==> config.mk <==
export PLATFORM = sky130hd
export DESIGN_NAME = benes_net_pipe
export DESIGN_NICKNAME = d
export VERILOG_FILES = /design/src/rtl/benes_pkg.sv /design/src/rtl/benes_net_pipe_stage.sv /design/src/rtl/benes_net_pipe.sv
export SDC_FILE = /design/constraint.sdc
export NUM_CORES = 1
export LEC_CHECK = 0
export BUFFER_PORTS_ARGS = -buffer_cell sky130_fd_sc_hd__buf_2
export CELL_PAD_IN_SITES_DETAIL_PLACEMENT = 0
export CELL_PAD_IN_SITES_GLOBAL_PLACEMENT = 1
export CORE_MARGIN = 3
export CORE_UTILIZATION = 35
export CTS_BUF_LIST = sky130_fd_sc_hd__clkbuf_2 sky130_fd_sc_hd__clkbuf_4 sky130_fd_sc_hd__clkbuf_8
export CTS_CLUSTER_DIAMETER = 80
export DETAILED_ROUTE_END_ITERATION = 8
export PLACE_DENSITY = 0.71
export REMOVE_ABC_BUFFERS = 1
export SYNTH_ARGS = -nofsm -noshare
export SYNTH_HDL_FRONTEND = slang
export SYNTH_SLANG_ARGS = --single-unit
export TNS_END_PERCENT = 100
==> constraint.sdc <==
create_clock -name clk -period 1.85 [get_ports clk]
set_input_delay 0.555 -clock clk [delete_from_list [all_inputs] [get_ports clk]]
set_output_delay 0.555 -clock clk [all_outputs]
set_load 0.05 [all_outputs]
==> src/rtl/benes_pkg.sv <==
// Shared constants and stage-link position map for the pipelined Benes network.
package benes_pkg;

    localparam logic SW_BAR   = 1'b0;
    localparam logic SW_CROSS = 1'b1;

    // Destination position of position j on the link after stage s of an n-port network.
    function automatic int unsigned link_dst(input int unsigned n, input int unsigned s,
                                             input int unsigned j);
        int unsigned l;
        int unsigned stg;
        int unsigned blk;
        int unsigned base;
        int unsigned r;
        logic        shuf;
        l = $clog2(n);
        if (s + 2 <= l) begin
            stg  = s;
            shuf = 1'b0;
        end else begin
            stg  = 2 * l - 3 - s;
            shuf = 1'b1;
        end
        blk  = n >> stg;
        base = (j / blk) * blk;
        r    = j % blk;
        if (!shuf) return base + (((r % 2) == 0) ? (r / 2) : (blk / 2 + r / 2));
        return base + ((r < blk / 2) ? (2 * r) : (2 * (r - blk / 2) + 1));
    endfunction

endpackage

==> src/rtl/benes_net_pipe_stage.sv <==
// One registered column of 2x2 switches; valid travels alongside the data.
module benes_stage
    import benes_pkg::*;
#(
    parameter int unsigned N_PORTS = 8,
    parameter int unsigned DATA_W  = 4,
    localparam int unsigned N_SW   = N_PORTS / 2
) (
    input  logic                      clk,
    input  logic                      rst,
    input  logic                      in_valid,
    input  logic [N_PORTS*DATA_W-1:0] in_data,
    input  logic [N_SW-1:0]           sel,
    output logic                      out_valid,
    output logic [N_PORTS*DATA_W-1:0] out_data
);

    logic [N_PORTS*DATA_W-1:0] sw_data;

    for (genvar k = 0; k < int'(N_SW); k++) begin : g_sw
        logic [DATA_W-1:0] a;
        logic [DATA_W-1:0] b;
        assign a = in_data[(2*k)*DATA_W +: DATA_W];
        assign b = in_data[(2*k+1)*DATA_W +: DATA_W];
        assign sw_data[(2*k)*DATA_W +: DATA_W]   = (sel[k] == SW_CROSS) ? b : a;
        assign sw_data[(2*k+1)*DATA_W +: DATA_W] = (sel[k] == SW_CROSS) ? a : b;
    end

    always_ff @(posedge clk) begin
        if (rst) begin
            out_valid <= 1'b0;
            out_data  <= '0;
        end else begin
            out_valid <= in_valid;
            out_data  <= sw_data;
        end
    end

endmodule

==> src/rtl/benes_net_pipe.sv <==
// Pipelined N-port Benes network with double-buffered config applied as a wavefront.
// Optional config readback port enabled by BENES_CFG_READBACK_EN.
module benes_net_pipe
    import benes_pkg::*;
#(
    parameter int unsigned N_PORTS   = 8,
    parameter int unsigned DATA_W    = 4,
    localparam int unsigned LOG2N    = $clog2(N_PORTS),
    localparam int unsigned N_STAGES = 2 * LOG2N - 1,
    localparam int unsigned N_SW     = N_PORTS / 2,
    localparam int unsigned STG_W    = $clog2(N_STAGES)
) (
    input  logic                      clk,
    input  logic                      rst,
    input  logic                      i_valid,
    input  logic [N_PORTS*DATA_W-1:0] i_port,
    output logic                      o_valid,
    output logic [N_PORTS*DATA_W-1:0] o_port,
    input  logic                      cfg_wr_en,
    input  logic [STG_W-1:0]          cfg_wr_stage,
    input  logic [N_SW-1:0]           cfg_wr_data,
    input  logic                      cfg_commit,
    output logic                      cfg_busy,
    output logic                      cfg_err
`ifdef BENES_CFG_READBACK_EN
    ,
    input  logic [STG_W-1:0]          cfg_rd_stage,
    output logic [N_SW-1:0]           cfg_rd_data
`endif
);

    logic [N_SW-1:0]           shadow [N_STAGES];
    logic [N_SW-1:0]           snap   [N_STAGES];
    logic [N_SW-1:0]           active [N_STAGES];
    logic [STG_W-1:0]          wave;
    logic [N_PORTS*DATA_W-1:0] st_in  [N_STAGES];
    logic [N_PORTS*DATA_W-1:0] st_out [N_STAGES];
    logic [N_STAGES-1:0]       v_in;
    logic [N_STAGES-1:0]       v_out;

    assign st_in[0] = i_port;
    assign v_in[0]  = i_valid;

    for (genvar s = 0; s < int'(N_STAGES); s++) begin : g_stage
        benes_stage #(.N_PORTS(N_PORTS), .DATA_W(DATA_W)) u_stage (
            .clk      (clk),
            .rst      (rst),
            .in_valid (v_in[s]),
            .in_data  (st_in[s]),
            .sel      (active[s]),
            .out_valid(v_out[s]),
            .out_data (st_out[s])
        );
        if (s < int'(N_STAGES) - 1) begin : g_link
            assign v_in[s+1] = v_out[s];
            for (genvar j = 0; j < int'(N_PORTS); j++) begin : g_pos
                localparam int unsigned DST = link_dst(N_PORTS, s, j);
                assign st_in[s+1][DST*DATA_W +: DATA_W] = st_out[s][j*DATA_W +: DATA_W];
            end
        end
    end

    assign o_valid = v_out[N_STAGES-1];
    assign o_port  = st_out[N_STAGES-1];

    // Commit snapshots shadow and loads active[0]; active[s] follows s cycles later.
    always_ff @(posedge clk) begin
        if (rst) begin
            shadow   <= '{default: '0};
            snap     <= '{default: '0};
            active   <= '{default: '0};
            wave     <= '0;
            cfg_busy <= 1'b0;
            cfg_err  <= 1'b0;
        end else begin
            if (cfg_wr_en && (32'(cfg_wr_stage) < N_STAGES)) begin
                shadow[cfg_wr_stage] <= cfg_wr_data;
            end
            if (cfg_commit) begin
                if (cfg_busy) begin
                    cfg_err <= 1'b1;
                end else begin
                    snap      <= shadow;
                    active[0] <= shadow[0];
                    cfg_busy  <= 1'b1;
                    wave      <= STG_W'(1);
                end
            end
            if (cfg_busy) begin
                active[wave] <= snap[wave];
                if (32'(wave) == N_STAGES - 1) begin
                    cfg_busy <= 1'b0;
                    wave     <= '0;
                end else begin
                    wave <= wave + STG_W'(1);
                end
            end
        end
    end

`ifdef BENES_CFG_READBACK_EN
    always_ff @(posedge clk) begin
        if (rst) begin
            cfg_rd_data <= '0;
        end else if (32'(cfg_rd_stage) < N_STAGES) begin
            cfg_rd_data <= active[cfg_rd_stage];
        end else begin
            cfg_rd_data <= '0;
        end
    end
`endif

endmodule
Yosys cells after proc, flatten, opt, wreduce, memory -nomap -nowiden
Index checks and enable logic that the tools add are counted.
Cells by class
  order comparisons: 5
  eq/ne operators: 1
  reduce and logical (&&, ||, !) cells: 6
  muxes and demuxes: 59
  bitwise logic cells: 3
  add/sub/neg operators: 1
Operator list (count)
  $mux 4: 47
  $bwmux 20: 2
  $demux 4 s3: 2
  $mux 20: 1
  $bmux 4 s3: 1
  $mux 3: 3
  $ge 4x4->1 const B: 2
  $lt 4x1->1 const B: 2
  $not 3->4: 2
  $reduce_and 2->1: 2
  $add 3x1->3 const B: 1
  $eq 3x3->1 const B: 1
  $logic_and 1x1->1: 3
  $lt 3x3->1 const B: 1
  $mux 1: 3
  $reduce_bool 2->1: 1
  $not 1->1: 1
Word-level totals
  bits of input ports: 44
  register bits: 230
  output and inout port bits: 35

Longest topological paths before layout
Gate-level depths: netlist of run 1.
  word-level depth: 7
  gate-level depth with buffers: 7
  depth with buffers taken out: 5

By module
Synthesis of run 1 repeated with hierarchy kept, for this count alone.
Second synthesis, totals
  cell total of the unflattened synthesis: 797
  area, all modules: 8511.9 µm²
Modules (own cells, without submodules)
  benes_stage: area each 1198.6 µm², cells each 106, seq. area each 660.6 µm², instances 5
  benes_net_pipe: area each 2518.7 µm², cells each 267, seq. area each 1301.2 µm², instances 1

Worst setup path after synthesis of run 1
Ideal clock, no wire load.
  kind: register to register
  start point: register cfg_busy
  end point: register active[14] (netlist bit)
  arrival: 1.384 ns
  library setup time: 0.128 ns
  path slack: 0.338 ns
  cell stages (with the launch flop): 5
  path buffers: 1
  cell sequence: dfxtp_1 > nor4bb_1 > buf_4 > mux2i_1 > nor2_1
RTL lines
  start, declared: RTL line benes_net_pipe.sv:23  | output logic cfg_busy,
  start signal, assigned: RTL line benes_net_pipe.sv:73  | cfg_busy <= 1'b0;
  start signal, assigned: RTL line benes_net_pipe.sv:85  | cfg_busy <= 1'b1;
  start signal, assigned: RTL line benes_net_pipe.sv:92  | cfg_busy <= 1'b0;
  end signal, assigned by index: RTL line benes_net_pipe.sv:90  | active[wave] <= snap[wave];
  end, declared: RTL line benes_net_pipe.sv:34  | logic [N_SW-1:0] active [N_STAGES];

Final worst setup path of run 1
  start point: register cfg_busy
  end point: output cfg_busy
No word-level cell between the ends.

==> impl_results.md, run 1 <==
* Critical path cell sequence: buf_8 -> buf_6
* Worst Path Buf+Inv at 2
* Max cap viols at 0
* Post-DP Area at 9070 sq um
* Crit. End Element: output port
* H-Tree Depth at 2
* Max incr delay on CP at around 0.35 ns
* Core ar. at approximately 24000 sq um
* TritonCTS sink count at 230
* DP HPWL at between 10000 and 15000 um
* Longest Clk Path Bufs at 3
* Syn Area/Cell at ~10 sq um
* Final Hold Vio Count at 0
* Final setup violation count at 0
* ANT nets after route at 0
* CP arrival at 1.25 ns
* Post-synthesis mux area share at 0.228
* Die H at around 160 um
* Nature of the critical path startpoint: flip-flop
* Gr busiest metal: met2
* Outcome: finished, final reports clean
* Clk Latency, worst-skew pair at between 0.5 and 0.6 ns
* Critical-path maximum fanout at 24
* Clk_skew at around 0.014 ns
* Ys flop type: dfxtp_1
* Fill count at 2397
* Vias in the first global route at approximately 5400
* HP Class: primary input to flip-flop
* Worst Path Required at 1.29 ns
* Number of DRC markers in iteration 0 at between 200 and 300
* LEAKAGE at between 3 and 4 nW
* CTS Buf Count at 37
* Met3 GRT Util at 0.0282
* Vias at about 5500
* Rows at 56
* Fin. max-slew vios at 0
* Clock root cell: clkbuf_8
* Initial antenna violation count at 0
* XOR/XNOR Fraction of Synth Area at 0
* Post-synthesis register bit count at 230
* Share of layout cells above drive strength 1 at 0.193
* GRT Overall Usage at 0.128
* Slew margin rel. at 0.613
* Synth Area in Simple Gates at 0.155
* Compound-Gate Fraction of Synth Area at 0.0273
* Nets at 943
* Synth top area share at 0.543
* DRT Wirelength at between 15000 and 20000 um
* Global-route wire length before repair at roughly 27000 um
* Die area at between 20000 and 30000 sq um
* Setup TNS at 0 ns
* Hold buffer count at cts at 0
* # DRC at 0
* Post-synthesis adder-cell area fraction at 0.00295
* Synth top area cells: dfxtp_1 54%, mux2i_1 22%, nor2_1 8.3%
* Starting Density at 0.359
* ANT cells at 0
* Top delay family on crit path: buffers and inverters
* Synth warnings at 0
* Fmax at between 0.5 and 0.6 GHz
* Tcrit/Tclk final at 0.976
* RD Place Congestion at around 0.75
* Die width at 162 um
* Sequential-to-total area share from yosys stat at 0.543
* DR pass1 iterations at 5
* Slew @ Worst Pin at around 0.58 ns
* Fin crit period at about 1.8 ns
* Asr flop ratio synth at 0
* CP Class: flip-flop to output port
* CTS tree: yes
* Gate count of the mapped netlist at ~830
* VDD IR-drop max at between 300 and 400 uV
* Met2 usage at 0.193
* Worst hold margin at between 0.2 and 0.25 ns
* Pin count of the biggest net entering global routing at just under 60
* Finished Core Util at 0.417
* I/O Buffers at slightly below 80
* Top-count cell post-synth: dfxtp_1
* Top cell type by total area after synthesis: dfxtp_1
* Post-synth EDFFs at 0
* Grt ovf at 0
* Worst-path clk slew at 0.06 ns
* Commonest cells in the netlist: 230 x dfxtp_1, 188 x nor2_1, 184 x mux2i_1
* Post-route cell area at 9850 sq um
* Vias per cell at 4.44
* M1 GR Usage at 0.183
* Netlist cell types at 34
* Layout area overhead at 16.3%
* Slowest CP cell: dfxtp_1
* PwrDens at 1030 nW/um^2
* Routed WL per cell at about 13 um
* Largest family of logic cells by synthesized area: multiplexers
* IO Count at just under 80
* Synth Cell Area at 8470 sq um
## through the flow
step	power, mW	worst slack [ns]	cells
after floorplan	5.62	-0.280	763
after detailed placement	5.93	0.252	1177
after global placement	5.92	0.297	1177
after global routing	10.7	-0.00797	1241
final	10.2	0.0453	1241
after CTS	10.3	0.0200	1241
## cell usage in the layout (no fill, tap or decap), drive strengths merged
master	n
nor4b	2
dfxtp	230
nor3	6
nand3	8
a311oi	1
ha	2
nand3b	1
clkinvlp	2
clkinv	6
nand2b	2
mux2	8
mux2i	184
nand2	50
and4b	1
nor4	12
nand4b	2
nor2b	10
nor4bb	1
o21bai	1
nor3b	2
nor2	192
and4bb	5
buf	95
nand4bb	1
a211oi	6
inv	4
a21oi	33
o21ai	1
clkbuf	54
## flip-flops by register name, indices dropped and copies added, names as in the netlist
register                   cells
g_stage.u_stage.out_valid      5
snap                          20
g_stage.u_stage.out_data     160
wave                           3
shadow                        20
cfg_busy                       1
cfg_err                        1
active                        20
## per-layer routing
metal / up-vias / wire length [um]
li1: 2907 / -
met1: 2483 / 8470
met2: 99 / 7060
met3: 21 / 745
met4: 0 / 280
met5: - / 0
## cell families after synthesis
family,after synthesis
and+or+nand+nor,295
DFF,230
muxes,192
buffers and inverters,67
AOI/OAI and AO/OA,42
adders and majority gates,2
## power by group
part | switching [mW] | internal [mW]
combinational | 0.349 | 0.247
sequential | 0.101 | 5.12
clock | 1.90 | 2.46
## what timing repair did
| action | 4_1_cts | 5_1_grt |
|---|---|---|
| gates resized for setup | 3 | 1 |
| setup endpoints to repair | 1 | 1 |
| endpoints found under the hold margin | 0 | 0 |
| setup buffers | 0 | 0 |
## final cells by class
| class | instances | area (sq um) | area share |
|---|---|---|---|
| clock buffers | 54 | 706 | 0.0716 |
| clock inverters | 10 | 62.6 | 0.00635 |
| inverters | 2 | 7.51 | 0.000762 |
| multi-input cells | 531 | 3500 | 0.355 |
| flip-flops and latches | 230 | 4600 | 0.467 |
| well taps | 319 | 399 | 0.0405 |
| repair buffers | 95 | 576 | 0.0584 |
## worst paths after layout
| check | start | cells past startpoint | end | slack, ns |
|---|---|---|---|---|
| hold / removal | i_valid | 2 | g_stage[0].u_stage.out_valid | 0.25 |
| hold reg to reg | g_stage[2].u_stage.out_valid | 1 | g_stage[3].u_stage.out_valid | 0.43 |
| setup reg to reg | wave[2] | 3 | active[18] | 0.30 |
| setup / recovery | cfg_busy | 2 | cfg_busy | 0.05 |
(Power assumes the default switching activity.)
==> inputs of run 2 (changes only) <==
- CORE_UTILIZATION: 35 -> 48
- PLACE_DENSITY: 0.71 -> 0.89
==> impl_results.md, run 2 (synthesis results as in run 1) <==
* Outcome: finished, final reports clean
* Commonest non-fill, non-tap cell in the layout: dfxtp_1
* Non-Filler Instances at 1148 (-7.5%)
* LEAKAGE at 3.68 nW (+1.3%)
* Worst Path Required at 1.29 ns (about the same)
* Most frequent cells in the layout: 229 x dfxtp_1, 188 x nor2_1, 184 x mux2i_1
* Die area at 19300 sq um (-26%)
* Fmax at 0.570 GHz (+2.8%)
* Die H at 139 um (-14%)
* Placed instance count at 1083 (-8.0%)
* RD Place Congestion at 0.728 (-2.7%)
* VDD IR-drop max at 468 uV (+34%)
* DR pass1 iterations at 4 (-1)
* Clk Latency, worst-skew pair at 0.52 ns (about the same)
* Starting Density at 0.500 (+0.141)
* Longest Clk Path Bufs at 3 (unchanged)
* Fin crit period at 1.76 ns (-0.0496 ns)
* Slowest CP cell: dfxtp_1
* Global-route wire length before repair at 26400 um (-3.5%)
* Post-CTS setup buffer count at 0 (unchanged)
* DRT Wirelength at 15600 um (-6.0%)
* IO Count at 79 (unchanged)
* Max cap viols at 0 (unchanged)
* CTS tree: yes
* Routed WL per cell at 13.6 um (+1.6%)
* Rows at 47 (-16%)
* Max reg flops at 160 (unchanged)
* Vias at 5581 (+1.3%)
* Final setup violation count at 0 (unchanged)
* Slew @ Worst Pin at 0.596 ns (+0.0161 ns)
* HP Class: primary input to flip-flop
* Core ar. at 16900 sq um (-28%)
* GRT Overall Usage at 0.162 (+0.0344)
* Final worst slack at 0.0949 ns (+0.0496 ns)
* CP Class: flip-flop to output port
* ANT nets after route at 0 (unchanged)
* ANT cells at 0 (unchanged)
* Worst hold margin at 0.267 ns (+0.0178 ns)
* Largest Register: g_stage.u_stage.out_data
* Post-DP Area at 9000 sq um (-0.81%)
* Critical path cell sequence: buf_2
* TritonCTS sink count at 230 (unchanged)
* CTS Buf Count at 37 (unchanged)
* Nature of the critical path startpoint: flip-flop
* FF+latch area at 4610 sq um (about the same)
* Nets at 948 (+0.53%)
* RSZ-0062 raised after global routing: false
* Initial antenna violation count at 0 (unchanged)
* Pre-CTS setup slack at 0.277 ns (+0.0252 ns)
* DP HPWL at 11000 um (-6.7%)
* Number of DRC markers in iteration 0 at 279 (-3.1%)
* CP arrival at 1.20 ns (-0.05 ns)
* Slew margin rel. at 0.602 (-0.0107)
* H-Tree Depth at 2 (unchanged)
* Vias per cell at 4.86 (+9.5%)
* PwrDens at 1060 nW/um^2 (+2.4%)
* Tcrit/Tclk final at 0.949 (-0.0268)
* Die width at 139 um (-14%)
* Finished Core Util at 0.579 (+0.162)
* Hold buffer count at cts at 0 (unchanged)
* Layout area overhead at 15.8%
* Grt ovf at 0 (unchanged)
* Vias in the first global route at 5342 (-0.39%)
* Worst Path Buf+Inv at 1 (-1)
* I/O Buffers at 78 (unchanged)
* Critical-path maximum fanout at 2 (-92%)
* Worst-path clk slew at 0.06 ns (about the same)
* Setup TNS at 0 ns (unchanged)
* Pin count of the biggest net entering global routing at 53 (-8.6%)
* Crit. End Element: output port
* Top delay family on crit path: flip-flops
* Multi-input gate area at 3500 sq um (unchanged)
* Clock root cell: clkbuf_8
* Max incr delay on CP at 0.39 ns (+0.04 ns)
* Clk_skew at 0.0141 ns (+0.000369 ns)
* # DRC at 0 (unchanged)
* Share of layout cells above drive strength 1 at 0.199 (+0.00629)
* Fin. max-slew vios at 0 (unchanged)
* Post-route cell area at 9810 sq um (-0.42%)
* Tot Pwr at 10.4 mW (+2.0%)
* Fill count at 1503 (-37%)
* Final Hold Vio Count at 0 (unchanged)
==> run 2: power by group <==
group,switching [mW],total [mW],internal (mW)
logic,0.340,0.595,0.255
registers,0.104,5.22,5.12
clock network,1.87,4.56,2.70
total,2.31,10.4,8.07
==> run 2: worst paths after layout <==
kind                                start                           end  slack (ns)  depth (start not counted)
min reg2reg  g_stage[3].u_stage.out_valid  g_stage[4].u_stage.out_valid        0.43                          1
max                               cfg_err                       cfg_err        0.09                          1
min                               i_valid  g_stage[0].u_stage.out_valid        0.27                          2
max reg2reg                       wave[0]                    active[15]        0.30                          4
==> run 2: final cells by class <==
class,count,area share
flip-flops and latches,230,0.470
multi-input cells,531,0.357
clock buffers,59,0.0757
repair buffers,100,0.0626
well taps,220,0.0281
clock inverters,6,0.00663
inverters,2,0.000765
==> run 2: routing by layer <==
metal	vias up	global-route usage	part of all wire
li1	2918	-	-
met1	2537	0.228	0.50
met2	102	0.248	0.44
met3	24	0.0390	0.046
met4	0	0.0525	0.017
met5	-	0	0
==> run 2: repair_timing <==
item / CTS / global route
cloned: 0 / 0
resized for setup: 2 / 1
setup endpoints to repair: 1 / 1
pin swaps: 0 / 0
endpoints found under the hold margin: 0 / 0
==> inputs of run 3 (changes only) <==
- CORE_UTILIZATION: 48 -> 43
- PLACE_DENSITY: 0.89 -> 0.85
- clock period: 1.85 -> 1.6 ns (I/O delays scaled with it)
==> impl_results.md, run 3 (synthesis results as in run 1) <==
* ANT cells at 0 (unchanged)
* FF+latch area at 4610 sq um (about the same)
* # DRC at 0 (unchanged)
* Longest Clk Path Bufs at 3 (unchanged)
* Critical path cell sequence: buf_8
* VDD IR-drop max at 596 uV (+27%)
* GRT Overall Usage at 0.148 (-0.0144)
* RD Place Congestion at 0.745 (+2.3%)
* CTS Buf Count at 37 (unchanged)
* Worst setup startpoint: cfg_busy
* Max cap viols at 0 (unchanged)
* Fin. max-slew vios at 0 (unchanged)
* Top delay family on crit path: flip-flops
* Die area at 21400 sq um (+11%)
* Critical-path maximum fanout at 8 (+6)
* Clock root cell: clkbuf_8
* Number of DRC markers in iteration 0 at 290 (+3.9%)
* Nature of the critical path startpoint: flip-flop
* Met3 GRT Util at 0.0363 (-0.00265)
* I/O Buffers at 78 (unchanged)
* Gr busiest metal: met2
* Nets at 956 (+0.84%)
* WHS Path Cells at 2 (unchanged)
* Fill count at 1784 (+19%)
* Pin count of the biggest net entering global routing at 45 (-15%)
* Vias at 5565 (-0.29%)
* Starting Density at 0.445 (-0.0548)
* Die H at 146 um (+5.4%)
* H-Tree Depth at 2 (unchanged)
* DP HPWL at 11200 um (+1.7%)
* Worst Path Required at 1.12 ns (-0.17 ns)
* LEAKAGE at 3.67 nW (-0.24%)
* Worst hold start: i_valid
* Slew @ Worst Pin at 0.570 ns (-0.0254 ns)
* M1 GR Usage at 0.204 (-0.0240)
* Fmax at 0.639 GHz
* Vias per cell at 4.68 (-3.8%)
* ANT nets after route at 0 (unchanged)
* Core ar. at 19000 sq um (+12%)
* Hold Path End: g_stage[0].u_stage.out_valid
* Clk Latency, worst-skew pair at 0.52 ns (about the same)
* Fin crit period at roughly 1.6 ns
* Largest Register: g_stage.u_stage.out_data
* IO Count at 79 (unchanged)
* Share of layout cells above drive strength 1 at 0.202 (+0.00280)
* Initial antenna violation count at 0 (unchanged)
* Reg-to-reg startpoint: wave[2]
* Routed WL per cell at 13.2 um (-2.3%)
* Most frequent cells in the layout: 228 x dfxtp_1, 188 x nor2_1, 184 x mux2i_1
* Slew margin rel. at 0.619 (+0.0170)
* DR pass1 iterations at 4 (unchanged)
* Multi-input gate area at 3500 sq um (unchanged)
* Layout area overhead at 16.6%
* R2r worst-path depth at 5 (+1)
* HP Class: primary input to flip-flop
* Max incr delay on CP at 0.40 ns (about the same)
* Worst hold margin at 0.178 ns (-0.0891 ns)
* Tcrit/Tclk final at 0.979
* Worst Path Buf+Inv at 1 (unchanged)
* Commonest non-fill, non-tap cell in the layout: dfxtp_1
* TritonCTS sink count at 230 (unchanged)
* CP arrival at 1.09 ns (-0.11 ns)
* Final setup violation count at 0 (unchanged)
* PwrDens at 1180 nW/um^2 (+12%)
* Final Hold Vio Count at 0 (unchanged)
* Worst-path clk slew at 0.06 ns (about the same)
* CTS tree: yes
* Slowest CP cell: dfxtp_4
* Die width at 146 um (+5.4%)
* Rows at 50 (+6.4%)
* Max reg flops at 160 (unchanged)
* Grt ovf at 0 (unchanged)
* Vias in the first global route at 5336 (-0.11%)
* RSZ-0062 raised after global routing: true
* RR Endpoint: active[15]
* DRT Wirelength at 15800 um (+1.3%)
* Worst reg-to-reg setup slack at 0.10 ns (-0.20 ns)
* Clk_skew at 0.0135 ns (-0.000551 ns)
* Tot Pwr at 11.7 mW (+12%)
* Met2 usage at 0.229 (-0.0193)
* Outcome: finished, final reports clean
* Global-route wire length before repair at 26400 um (about the same)
* CP Class: flip-flop to output port
* Crit. End Element: output port
==> run 3: metrics by stage <==
stage / util / area, sq um / std cells / setup TNS [ns] / worst slack [ns]
floorplan: - / 8110 / 763 / -8.83 / -0.530
global placement: 0.478 / 9090 / 1129 / 0 / 0.125
detailed placement: 0.478 / 9090 / 1129 / 0 / 0.108
CTS: 0.517 / 9840 / 1188 / -0.0143 / -0.0143
global route: 0.520 / 9880 / 1190 / -0.0175 / -0.0173
finish: 0.520 / 9880 / 1190 / 0 / 0.0343
==> run 3: report_power, final <==
group          leakage (nW)  internal [mW]  switching, mW
registers              1.87           5.92          0.104
clock network         0.381           2.80           2.12
logic                  1.41          0.313          0.416
total                  3.67           9.03           2.64
==> run 3: cell type report <==
cell class	instances	share of cell area
Clock buffer	52	0.0667
Clock inverter	7	0.00696
Inverter	2	0.000760
Multi-Input combinational cell	531	0.354
Sequential cell	230	0.466
Tap cell	260	0.0329
Timing Repair Buffer	108	0.0722
==> run 3: worst max-delay path by stage <==
stage / depth (start not counted) / slack [ns] / end
finish: 1 / 0.03 / cfg_busy
global route: 1 / -0.02 / cfg_busy
CTS: 1 / -0.01 / cfg_busy
detailed placement: 4 / 0.11 / shadow[18]
global placement: 4 / 0.13 / shadow[19]
floorplan: 3 / -0.53 / active[12]
==> run 3: metal layers <==
metal / share of wire / up-vias
li1: - / 2936
met3: 0.045 / 26
met4: 0.018 / 0
met5: 0 / -
met2: 0.44 / 98
met1: 0.50 / 2505
==> run 3: timing repair <==
action / in CTS / in global routing
hold buffers: 0 / 0
endpoints found under the setup margin: 2 / 12
pin swaps: 0 / 0
setup buffers: 0 / 2
gates resized for setup: 7 / 11
